**src/rtl/motoro_sixstep_gen.sv**
```systemverilog
// motoro_sixstep_gen: six-step BLDC commutation with soft-start ramp, dead time and reverse/stop control
module motoro_sixstep_gen #(
    parameter int PER_W        = 10,
    parameter int PRESCALE     = 500,
    parameter int START_PERIOD = 1000,
    parameter int MIN_PERIOD   = 4,
    parameter int RAMP_DEC     = 1,
    parameter int DEAD_CYCLES  = 25,
    parameter int INV_MODE     = 1
) (
    input  logic             clk50mhz,
    input  logic             reset,
    input  logic             m3start,
    input  logic             m3invOrStop,
    input  logic [PER_W-1:0] m3period,
    output logic             aH,
    output logic             aL,
    output logic             bH,
    output logic             bL,
    output logic             cH,
    output logic             cL,
    output logic [2:0]       stepIdx,
    output logic             stepPulse,
    output logic             running,
    output logic             ramping
);
    localparam int PS_W = PRESCALE > 1 ? $clog2(PRESCALE) : 1;
    localparam int DC_W = DEAD_CYCLES > 0 ? $clog2(DEAD_CYCLES + 1) : 1;
    // {aH,aL,bH,bL,cH,cL} per step; entries 6 and 7 are unreachable
    localparam logic [5:0] PAT [8] = '{6'b100100, 6'b100001, 6'b001001, 6'b011000,
                                       6'b010010, 6'b000110, 6'b000000, 6'b000000};
    typedef enum logic [1:0] {IDLE, RAMP, RUN} state_t;
    state_t state_q, state_d;
    logic [PS_W-1:0]  pre_q, pre_d;
    logic [PER_W-1:0] tick_q, tick_d, cur_q, cur_d, target, cur_next;
    logic [2:0]       step_q, step_d;
    logic [DC_W-1:0]  dead_q, dead_d;
    logic [5:0]       gates_q, gates_d;
    logic             pulse_q, pulse_d;
    logic             run_ok, tick_en, bound, go, start;
    always_ff @(posedge clk50mhz or posedge reset) begin
        if (reset) begin
            state_q <= IDLE;
            pre_q   <= '0;
            tick_q  <= '0;
            cur_q   <= PER_W'(START_PERIOD);
            step_q  <= '0;
            dead_q  <= '0;
            gates_q <= '0;
            pulse_q <= 1'b0;
        end else begin
            state_q <= state_d;
            pre_q   <= pre_d;
            tick_q  <= tick_d;
            cur_q   <= cur_d;
            step_q  <= step_d;
            dead_q  <= dead_d;
            gates_q <= gates_d;
            pulse_q <= pulse_d;
        end
    end
    always_comb begin
        run_ok   = m3start && (m3period != '0) && !(INV_MODE == 0 && m3invOrStop);
        target   = m3period < PER_W'(MIN_PERIOD) ? PER_W'(MIN_PERIOD) : m3period;
        tick_en  = pre_q == PS_W'(PRESCALE - 1);
        bound    = state_q != IDLE && tick_en && tick_q == cur_q - PER_W'(1);
        // widened compare so target + RAMP_DEC cannot wrap
        cur_next = ({1'b0, cur_q} > {1'b0, target} + (PER_W + 1)'(RAMP_DEC)) ? cur_q - PER_W'(RAMP_DEC) : target;
        state_d  = !run_ok ? IDLE : state_q == IDLE ? RAMP : bound ? (cur_next == target ? RUN : RAMP) : state_q;
    end
    always_comb begin
        go      = state_d != IDLE;
        start   = state_q == IDLE && go;
        pre_d   = (!go || start || tick_en) ? '0 : pre_q + PS_W'(1);
        tick_d  = (!go || start || bound) ? '0 : tick_en ? tick_q + PER_W'(1) : tick_q;
        cur_d   = !go ? PER_W'(START_PERIOD) : bound ? cur_next : cur_q;
        step_d  = start ? 3'd0 : !(bound && go) ? step_q :
                  (INV_MODE != 0 && m3invOrStop) ? (step_q == 3'd0 ? 3'd5 : step_q - 3'd1) :
                  (step_q == 3'd5 ? 3'd0 : step_q + 3'd1);
        pulse_d = bound && go;
        dead_d  = (!go || start || bound) ? '0 : dead_q == DC_W'(DEAD_CYCLES) ? dead_q : dead_q + DC_W'(1);
        gates_d = (go && !start && !bound && dead_d == DC_W'(DEAD_CYCLES)) ? PAT[step_q] : 6'b0;
    end
    always_comb begin
        {aH, aL, bH, bL, cH, cL} = gates_q;
        stepIdx   = step_q;
        stepPulse = pulse_q;
        running   = state_q != IDLE;
        ramping   = state_q == RAMP;
    end
endmodule

```
**config.mk**
```make
export PLATFORM = sky130hd
export DESIGN_NAME = motoro_sixstep_gen
export DESIGN_NICKNAME = d
export VERILOG_FILES = /design/src/rtl/motoro_sixstep_gen.sv
export SDC_FILE = /design/constraint.sdc
export NUM_CORES = 1
export LEC_CHECK = 0
export CAP_MARGIN = 20
export CORE_MARGIN = 2
export CORE_UTILIZATION = 53
export CTS_CLUSTER_DIAMETER = 150
export DETAILED_ROUTE_END_ITERATION = 12
export PLACE_DENSITY_LB_ADDON = 0.15
export SLEW_MARGIN = 20
export SYNTH_ARGS = -nofsm -noshare
export SYNTH_HDL_FRONTEND = slang
export SYNTH_SLANG_ARGS = --single-unit
export TNS_END_PERCENT = 1
```
**constraint.sdc**
```tcl
create_clock -name clk50mhz -period 2.8 [get_ports clk50mhz]
set_input_delay 0.7 -clock clk50mhz [delete_from_list [all_inputs] [get_ports clk50mhz]]
set_output_delay 0.7 -clock clk50mhz [all_outputs]
set_load 0.02 [all_outputs]
```
==> impl_metrics.env <==
export IMPL_grt_pass1_wl_mm=13.8
export IMPL_synthesis_nets=422
export IMPL_drv_slew=0
export IMPL_ctsHoldBuffers=0
export IMPL_hold_viol=0
export IMPL_core_um2=6240
export IMPL_yosysTopAreaCellShare_pct=29.6
export IMPL_drt_iter0_markers=129
export IMPL_wl_per_cell_um=15.4
export IMPL_synth_flop_cell="dfrtp_1"
export IMPL_worst_slew_pin_slew_ns=0.507
export IMPL_p_per_area_nw_per_um2=311
export IMPL_port_buffers=25
export IMPL_htree_levels=2
export IMPL_grt_ovfl_total=0
export IMPL_status="complete, but fails checks"
export IMPL_cp_start_kind="primary input"
export IMPL_yosys_top_cells_area="dfrtp_1 (30%), xnor2_1 (8.0%), ha_1 (7.4%)"
export IMPL_vias_per_cell=5.53
export IMPL_hp_class="flip-flop to flip-flop"
export IMPL_arrival_ns=3.53
export IMPL_fin_crit_sh_pct=118
export IMPL_fp_dieW_um=83.8
export IMPL_drc_errors=0
export IMPL_insertion_delay_ns=0.30
export IMPL_crit_top_cell="nand2_4"
export IMPL_path_max_fanout=5
export IMPL_dr_total_vias=2973
export IMPL_fp_dieH_um=83.8
export IMPL_ir_drop_v=0.000312
export IMPL_final_cell_mix="buf_4 (49), nor2_1 (44), dfrtp_1 (40)"
export IMPL_synth_top_cell_by_area="dfrtp_1"
export IMPL_fmax_mhz=303
export IMPL_min_period_ns=3.30
export IMPL_cts_root_buf="clkbuf_8"
export IMPL_synth_seq_area_share_pct=34.3
export IMPL_fin_skew_ns=0.00882
export IMPL_cp_top_family="simple AND/OR/NAND/NOR gates"
export IMPL_critPathKind="primary input to flip-flop"
export IMPL_clk_pin_slew_ns=0.09
export IMPL_place_ws_ns=-1.17
export IMPL_nNetsFinal=494
export IMPL_slew_headroom_pct=65.9
export IMPL_endpoint_kind="flip-flop"
export IMPL_yosysWarnings=0
export IMPL_max_cap_violations=0
export IMPL_start_util_pct=54.1
export IMPL_antenna_left=0
export IMPL_final_core_util_pct=69.9
export IMPL_gp_congestion=0.848
export IMPL_cpMaxStageDelayCell="nor4_4"
export IMPL_required_ns=3.03
export IMPL_syn_inst=388
export IMPL_max_stage_delay_ns=0.35
export IMPL_rsz0062_at_grt="yes"
export IMPL_synth_seq_cells=46
export IMPL_violations="setup timing"
export IMPL_drive_gt1_share_pct=23.9
export IMPL_clk_path_buf_depth=2
export IMPL_grt_usage_pct=24.6
export IMPL_num_antenna_cells=0
export IMPL_die_area_um2=7030
export IMPL_antenna_found_initial=0
export IMPL_cts_tree="yes"
export IMPL_finalSetupViolations=12
export IMPL_grt_pass1_vias=2936
export IMPL_drt_first_pass_iters=6
export IMPL_finalWorstSetupSlack_ns=-0.496
export IMPL_synth_edf_count=0
export IMPL_numCtsBuffers=5
export IMPL_cts_sinks=46
export IMPL_crit_chain="buf_2 > nor4_4 > nand2_4 > nand2_4 > inv_2 > ha_4 > nand3_2 > xor2_1 > ha_1 > nand4_1 > nor3_2 > a211o_1 > a21o_4 > buf_12 > or3_1 > a21o_1 > a21oi_2"
export IMPL_power_leakage_nw=1.88
export IMPL_fillers=517
export IMPL_synthToLayoutAreaGrowth_pct=29.2
export IMPL_path_buf_inv=3
export IMPL_num_rows=29
export IMPL_grt_start_max_net_pins=22
export IMPL_pin_count=26
export IMPL_async_flop_share_pct=100
export IMPL_final_common_cell="buf_4"
export IMPL_wl_mm=8.28
export IMPL_ys_types=53
export IMPL_hpwl_mm=6.11
export IMPL_synth_area_per_cell_um2=8.70
export IMPL_syn_area_um2=3380
layout make-up:
cell class                 count  area, um^2  share of cell area (%)
clock inverter                 2        12.5                   0.287
sequential                    46        1160                    26.6
timing repair buffer          83         764                    17.5
tap                           77        96.3                    2.21
inverter                      19        71.3                    1.64
clock buffer                   6        82.6                    1.89
multi-input combinational    305        2180                    49.9
routing by layer:
| layer | part of all wire [%] | track usage, % |
|---|---|---|
| met1 | 43 | 30.5 |
| met2 | 52 | 44.4 |
| met3 | 3.5 | 3.07 |
| met4 | 1.9 | 7.48 |
| met5 | 0 | 0 |
worst reg2reg max path, stage by stage (launching register included):
cell and delay (ns):
dfrtp_1 0.39, inv_1 0.12, ha_2 0.24, or3b_2 0.52, nor3_2 0.18, o311ai_0 0.19
a211oi_1 0.28, nand3_2 0.18, buf_6 0.20, a21oi_1 0.26, o22ai_1 0.12
synthesized netlist by cell type, drive strengths merged, types with 8 or more instances:
master  number
nor2        44
dfrtp       40
nand2       38
xnor2       31
xor2        22
ha          20
inv         19
nand3       16
a21oi       15
mux2i       12
nand4       12
o21ai       12
clkbuf      11
a21o         9
nand2b       8
nor3         8
registers in the layout, summed over array words and instances (netlist names):
register	cells
pre_q	9
stepIdx	3
gates_q	6
dead_q	5
cur_q	10
tick_q	10
stepPulse	1
state_q	2
worst paths after layout:
check                      slack [ns]        start    endpoint  cells after the start
min in group asynchronous        0.72        reset    cur_q[4]                      2
max in group asynchronous        1.42        reset    cur_q[3]                      3
min                              0.49     pre_q[0]    pre_q[0]                      1
max reg2reg                      0.02     cur_q[0]  stepIdx[0]                     10
min reg2reg                      0.49     pre_q[0]    pre_q[0]                      1
max                             -0.50  m3period[3]    cur_q[4]                     17
report_power, final:
part / internal (W) / switching [W]
Sequential: 0.000668 / 0.00000381
Clock: 0.000199 / 0.000225
Combinational: 0.000136 / 0.000127
Total: 0.00100 / 0.000356
kinds of logic after synthesis:
kind of cell | share of synthesized area [%]
flops | 34.3
mux | 3.56
compound gates | 12.0
buf+inv | 4.74
simple gates | 24.3
fa+ha+maj | 7.41
xor+xnor | 13.7
stage by stage:
stage | cell area [um^2] | hold slack [ns] | cells | setup TNS, ns | total power (W)
3_5_place_dp | 4070 | 0.481 | 519 | -13.44 | 0.000894
3_3_place_gp | 4070 | 0.474 | 519 | -11.85 | 0.000890
6_report | 4360 | 0.490 | 538 | -4.92 | 0.00136
5_1_grt | 4360 | 0.504 | 538 | -7.72 | 0.00142
2_1_floorplan | 3470 | 0.455 | 388 | -5.62 | 0.000807
4_1_cts | 4330 | 0.493 | 537 | -4.16 | 0.00137
timing repair:
item	in CTS	in global routing
setup endpoints to repair	19	36
cloned	2	0
buffers inserted	8	1
pin swaps	25	11
gates resized for setup	45	7
Power figures use the tool's default switching activity.
